<file path="src/rtl/pc_fetch_unit_if.sv">
// Fetch-unit port bundle: hazard/branch controls in, fetch PC, IMEM address and
// status out. Carries no handshake; pc_le/npc_le are level load-enables (0 = hold).
interface pc_fetch_unit_if #(
  parameter int IMEM_AW = 9
);
  logic               pc_le;
  logic               npc_le;
  logic               branch_taken;
  logic [31:0]        branch_target;
  logic [31:0]        pc_out;
  logic [31:0]        npc_out;
  logic [IMEM_AW-1:0] imem_addr;
  logic               if_id_le;
  logic               fetch_valid;
  logic               redirect_pending;
  logic               misalign_err;
  logic [15:0]        fetch_count;
  logic [1:0]         dbg_state;

  // Hazard unit / ID stage side.
  modport master (
    output pc_le, npc_le, branch_taken, branch_target,
    input  pc_out, npc_out, imem_addr, if_id_le, fetch_valid,
           redirect_pending, misalign_err, fetch_count, dbg_state
  );

  // Fetch unit side.
  modport slave (
    input  pc_le, npc_le, branch_taken, branch_target,
    output pc_out, npc_out, imem_addr, if_id_le, fetch_valid,
           redirect_pending, misalign_err, fetch_count, dbg_state
  );
endinterface

</file>
<file path="src/rtl/pc_fetch_unit.sv">
// MIPS IF front end: PC/nPC pair with one delay slot, stall holding and a
// pending-redirect register for branches that arrive while stalled.
module pc_fetch_unit #(
  parameter logic [31:0] RESET_PC = 32'd0,
  parameter int          IMEM_AW  = 9
) (
  input logic          clk,
  input logic          reset,
  pc_fetch_unit_if.slave bus
);

  typedef enum logic [1:0] {
    BOOT  = 2'd0,
    RUN   = 2'd1,
    STALL = 2'd2
  } state_t;

  state_t      r_state;
  state_t      w_next_state;
  logic [31:0] r_pc;
  logic [31:0] r_npc;
  logic [31:0] r_pend_tgt;
  logic        r_pend;
  logic        r_misalign;
  logic        r_fetch_valid;
  logic [15:0] r_fetch_count;

  logic [31:0] w_pc;
  logic [31:0] w_npc;
  logic [31:0] w_pend_tgt;
  logic        w_pend;
  logic        w_misalign;
  logic        w_fetch_valid;
  logic [15:0] w_fetch_count;
  logic        w_adv;
  logic        w_tgt_misaligned;

  // A stall on either enable freezes the whole PC/nPC pair.
  assign w_adv            = bus.pc_le & bus.npc_le;
  assign w_tgt_misaligned = bus.branch_target[1:0] != 2'b00;

  always_ff @(posedge clk or negedge reset) begin
    if (!reset) begin
      r_state       <= BOOT;
      r_pc          <= RESET_PC;
      r_npc         <= RESET_PC + 32'd4;
      r_pend_tgt    <= 32'd0;
      r_pend        <= 1'b0;
      r_misalign    <= 1'b0;
      r_fetch_valid <= 1'b0;
      r_fetch_count <= 16'd0;
    end else begin
      r_state       <= w_next_state;
      r_pc          <= w_pc;
      r_npc         <= w_npc;
      r_pend_tgt    <= w_pend_tgt;
      r_pend        <= w_pend;
      r_misalign    <= w_misalign;
      r_fetch_valid <= w_fetch_valid;
      r_fetch_count <= w_fetch_count;
    end
  end

  always_comb begin
    w_next_state  = r_state;
    w_pc          = r_pc;
    w_npc         = r_npc;
    w_pend_tgt    = r_pend_tgt;
    w_pend        = r_pend;
    w_misalign    = r_misalign;
    w_fetch_valid = r_fetch_valid;
    w_fetch_count = r_fetch_count;
    case (r_state)
      BOOT: begin
        w_next_state  = RUN;
        w_fetch_valid = 1'b1;
      end
      RUN, STALL: begin
        if (w_adv) begin
          w_next_state  = RUN;
          w_pc          = r_npc;
          w_fetch_count = r_fetch_count + 16'd1;
          w_pend        = 1'b0;
          // A fresh branch beats a redirect held over from the stall.
          if (bus.branch_taken)  w_npc = bus.branch_target;
          else if (r_pend)       w_npc = r_pend_tgt;
          else                   w_npc = r_npc + 32'd4;
        end else begin
          w_next_state = STALL;
          if (bus.branch_taken) begin
            w_pend     = 1'b1;
            w_pend_tgt = bus.branch_target;
          end
        end
        if (bus.branch_taken && w_tgt_misaligned) w_misalign = 1'b1;
      end
      default: w_next_state = BOOT;
    endcase
  end

  assign bus.pc_out           = r_pc;
  assign bus.npc_out          = r_npc;
  assign bus.imem_addr        = r_pc[IMEM_AW-1:0];
  assign bus.if_id_le         = r_fetch_valid & w_adv;
  assign bus.fetch_valid      = r_fetch_valid;
  assign bus.redirect_pending = r_pend;
  assign bus.misalign_err     = r_misalign;
  assign bus.fetch_count      = r_fetch_count;
  assign bus.dbg_state        = r_state;

endmodule
</file>
<file path="src/flat_wrapper.sv">
// flat-port wrapper written by rule: the top's interface ports become plain ports
module pc_fetch_unit_flat 
#(
  parameter logic [31:0] RESET_PC = 32'd0,
  parameter int          IMEM_AW  = 9
)
  (clk, reset, bus_pc_le, bus_npc_le, bus_branch_taken, bus_branch_target, bus_pc_out, bus_npc_out, bus_imem_addr, bus_if_id_le, bus_fetch_valid, bus_redirect_pending, bus_misalign_err, bus_fetch_count, bus_dbg_state);
  pc_fetch_unit_if #(.IMEM_AW(IMEM_AW)) bus_i ();
  input logic clk;
  input logic reset;
  input wire logic [$bits(bus_i.pc_le)-1:0] bus_pc_le;
  input wire logic [$bits(bus_i.npc_le)-1:0] bus_npc_le;
  input wire logic [$bits(bus_i.branch_taken)-1:0] bus_branch_taken;
  input wire logic [$bits(bus_i.branch_target)-1:0] bus_branch_target;
  output wire logic [$bits(bus_i.pc_out)-1:0] bus_pc_out;
  output wire logic [$bits(bus_i.npc_out)-1:0] bus_npc_out;
  output wire logic [$bits(bus_i.imem_addr)-1:0] bus_imem_addr;
  output wire logic [$bits(bus_i.if_id_le)-1:0] bus_if_id_le;
  output wire logic [$bits(bus_i.fetch_valid)-1:0] bus_fetch_valid;
  output wire logic [$bits(bus_i.redirect_pending)-1:0] bus_redirect_pending;
  output wire logic [$bits(bus_i.misalign_err)-1:0] bus_misalign_err;
  output wire logic [$bits(bus_i.fetch_count)-1:0] bus_fetch_count;
  output wire logic [$bits(bus_i.dbg_state)-1:0] bus_dbg_state;
  assign bus_i.pc_le = bus_pc_le;
  assign bus_i.npc_le = bus_npc_le;
  assign bus_i.branch_taken = bus_branch_taken;
  assign bus_i.branch_target = bus_branch_target;
  assign bus_pc_out = bus_i.pc_out;
  assign bus_npc_out = bus_i.npc_out;
  assign bus_imem_addr = bus_i.imem_addr;
  assign bus_if_id_le = bus_i.if_id_le;
  assign bus_fetch_valid = bus_i.fetch_valid;
  assign bus_redirect_pending = bus_i.redirect_pending;
  assign bus_misalign_err = bus_i.misalign_err;
  assign bus_fetch_count = bus_i.fetch_count;
  assign bus_dbg_state = bus_i.dbg_state;
  pc_fetch_unit #(.RESET_PC(RESET_PC), .IMEM_AW(IMEM_AW)) u_core (.clk(clk), .reset(reset), .bus(bus_i));
endmodule
</file>
<file path="config.mk">
export PLATFORM = sky130hd
export DESIGN_NAME = pc_fetch_unit_flat
export DESIGN_NICKNAME = d
export VERILOG_FILES = /design/src/rtl/pc_fetch_unit_if.sv /design/src/rtl/pc_fetch_unit.sv /design/src/flat_wrapper.sv
export SDC_FILE = /design/constraint.sdc
export NUM_CORES = 1
export LEC_CHECK = 0
export CAP_MARGIN = 10
export CORE_MARGIN = 10
export CORE_UTILIZATION = 30
export DETAILED_ROUTE_END_ITERATION = 6
export PLACE_DENSITY = 0.59
export SETUP_SLACK_MARGIN = 0.5
export SYNTH_ARGS = -nofsm -noshare
export SYNTH_HDL_FRONTEND = slang
export SYNTH_SLANG_ARGS = --single-unit
</file>
<file path="constraint.sdc">
create_clock -name clk -period 2.61 [get_ports clk]
set_input_delay 0.522 -clock clk [delete_from_list [all_inputs] [get_ports clk]]
set_output_delay 0.522 -clock clk [all_outputs]
set_load 0.05 [all_outputs]
</file>
==> reports/metrics.csv <==
metric,value,unit
numCtsBuffers,17,
power.density,1396,nW/um2
yosysUniqueCellTypes,54,
cts_root_buf,clkbuf_16,
hold_slack,0.2083,ns
final-max-slew-violation-count,0,
cts.sinks,117,
vias,5058,
cts_tree,done,
dr.first_iter.drc_count,395,
rows,50,
yosysSeqAreaShare,51.53,%
grt_util_all_layers,14.61,%
ant_nets,0,
avgSynthCellArea,9.750,um2
initial_core_util,30.49,%
syn_area,5684,um2
synth_edf_count,0,
reg2reg_slack,0.45,ns
gr-total-overflow,0,
tightest_slew,0.6404,ns
grt_start_max_net_pins,118,
crit_fanout,5,
drt_pass1_iterations,6,
area_delta_synth_final,41.56,%
end_kind,flop,
gp_congestion,0.8184,
async_flop_share,100.0,%
min_path_type,input pin to asynchronous set/reset pin,
ys_warn_count,0,
hold_viol_final,0,
viasPerCell,5.209,
coreArea,18640,um2
dp.final_hpwl,12660,um
fp.dieW,157.7,um
wl,18060,um
placedCellCount,926,
slew_headroom,57.31,%
syn_nets,624,
maxCapViolCount,0,
fmax,463.9,MHz
setup_tns,0,ns
netlist_instances,583,
cts_max_level,4,
path_class,flop to flop,
worstSkewPairLatency,0.41,ns
setup.worst_path.start_class,flop,
final_cells,971,
status,"finished, final reports clean",
cp.arrival,2.44,ns
setup_viol,0,
vdd_drop_max,0.0004992,V
grt_pass1_wl,28590,um
skew,0.007158,ns
crit_required,2.89,ns
path_clk_slew,0.05,ns
die_h,157.7,um
cts_buffer_depth,2,
numPortBuffers,131,
drive_above_1_share,18.34,%
p_leak,3.700,nW
synthFlopType,dfrtp_1,
antenna_found_initial,2,
ioPinCount,132,
ctsHoldBuffers,0,
dieArea,24850,um2
rsz0062_at_grt,true,
routedWlPerCell,18.60,um
finalCritPeriodShare,82.60,%
grt_pass1_vias,5153,
power.total,0.01123,W
drc,0,
fin_crit,2.156,ns
nets,764,
ys_seq_elements,117,
## synth_stat cells (5+ instances only)
| master | number | share of area, % |
|---|---|---|
| clkbuf_1 | 29 | 1.9 |
| nor3_1 | 16 | 1.4 |
| o2bb2ai_1 | 6 | 0.92 |
| a22o_1 | 8 | 1.2 |
| dfrtp_1 | 116 | 51 |
| buf_4 | 9 | 1.2 |
| o21ai_0 | 32 | 2.8 |
| nor2_1 | 21 | 1.4 |
| nand4_1 | 13 | 1.4 |
| o211ai_1 | 9 | 1.2 |
| a22oi_1 | 16 | 2.1 |
| nand3_1 | 15 | 1.3 |
| a311o_1 | 5 | 0.88 |
| nor4_1 | 9 | 0.99 |
| xnor2_1 | 12 | 1.8 |
| inv_1 | 8 | 0.53 |
| and3_1 | 11 | 1.2 |
| mux2_2 | 32 | 6.3 |
| a21oi_1 | 15 | 1.3 |
| nand2_1 | 133 | 8.8 |
## layout make-up
type	count	area [um2]
fill	1814	10600
sequential	117	2948
multi-input combinational	412	2582
timing repair buffer	167	1520
clock buffer	18	439.2
tap	234	292.8
clock inverter	14	231.5
inverter	8	30.03
antenna	1	2.502
## critical path, cell delays in order (launching register included)
cell	delay (ns)
dfstp_4	0.63
ha_4	0.14
nand3_4	0.08
or4_4	0.56
o311a_1	0.30
or3_1	0.31
## through the flow
stage	util, %	area [um2]	worst slack [ns]
floorplan	-	5738	0.2488
global placement	39.54	7371	0.2439
detailed placement	39.54	7371	0.1506
CTS	42.69	7959	0.4291
global route	43.16	8046	0.4142
finish	43.16	8046	0.4542
## cell usage in the layout (no fill, tap or decap), drive strengths merged, types with 6 or more instances in the layout
master	count
nor2	21
xnor2	12
nor3	16
nor4	9
inv	8
o21ai	32
o2bb2ai	6
a22oi	16
a22o	9
buf	39
clkbuf	19
dfrtp	116
mux2	32
clkdlybuf4s50	33
and3	13
dlygate4sd2	92
bufinv	6
a21oi	15
nand2	133
nand4	13
nand3	16
o211ai	9
## metal layers
| metal | share of wire, % | track usage, % | vias up |
|---|---|---|---|
| li1 | - | - | 2364 |
| met1 | 43 | 17.67 | 2489 |
| met2 | 47 | 23.04 | 174 |
| met3 | 8.2 | 4.993 | 29 |
| met4 | 2.4 | 6.545 | 2 |
| met5 | 0.072 | 0 | - |
## where the power goes
group,switching (W),internal (W)
clock,0.000837,0.00181
combinational,0.00359,0.00165
sequential,0.000731,0.00262
## logic make-up after synthesis
logic type	share of synthesized area, %
DFF	51.53
AOI/OAI and AO/OA	15.23
xor gates and xnor gates	2.311
adders and majority gates	0.8805
buffers and inverters	4.490
and+or+nand+nor	18.86
muxes	6.692
## state kept, by name, summed over array words and instances (netlist names)
signal and flops:
u_core.bus.dbg_state 2, u_core.bus.fetch_count 16, u_core.bus.fetch_valid 1, u_core.bus.misalign_err 1
u_core.bus.npc_out 32, u_core.bus.pc_out 32, u_core.bus.redirect_pending 1, u_core.r_pend_tgt 32
## what timing repair did
item                       CTS  global route
buffers inserted             4             8
gates resized for setup     98             7
pin swaps                    3             3
setup endpoints to repair   98            18
## final timing paths
path | from | end | depth (start not counted)
worst max-delay path | u_core.bus.npc_out[2] | u_core.bus.npc_out[24] | 5
min in group clk | u_core.bus.pc_out[28] | u_core.bus.pc_out[28] | 2
max in group asynchronous | reset | u_core.bus.npc_out[15] | 2
worst min-delay path | reset | u_core.bus.pc_out[3] | 2
worst min register to register | u_core.bus.pc_out[28] | u_core.bus.pc_out[28] | 2
worst max register to register | u_core.bus.npc_out[2] | u_core.bus.npc_out[24] | 5
No activity file was read; power rests on OpenSTA's default activity.
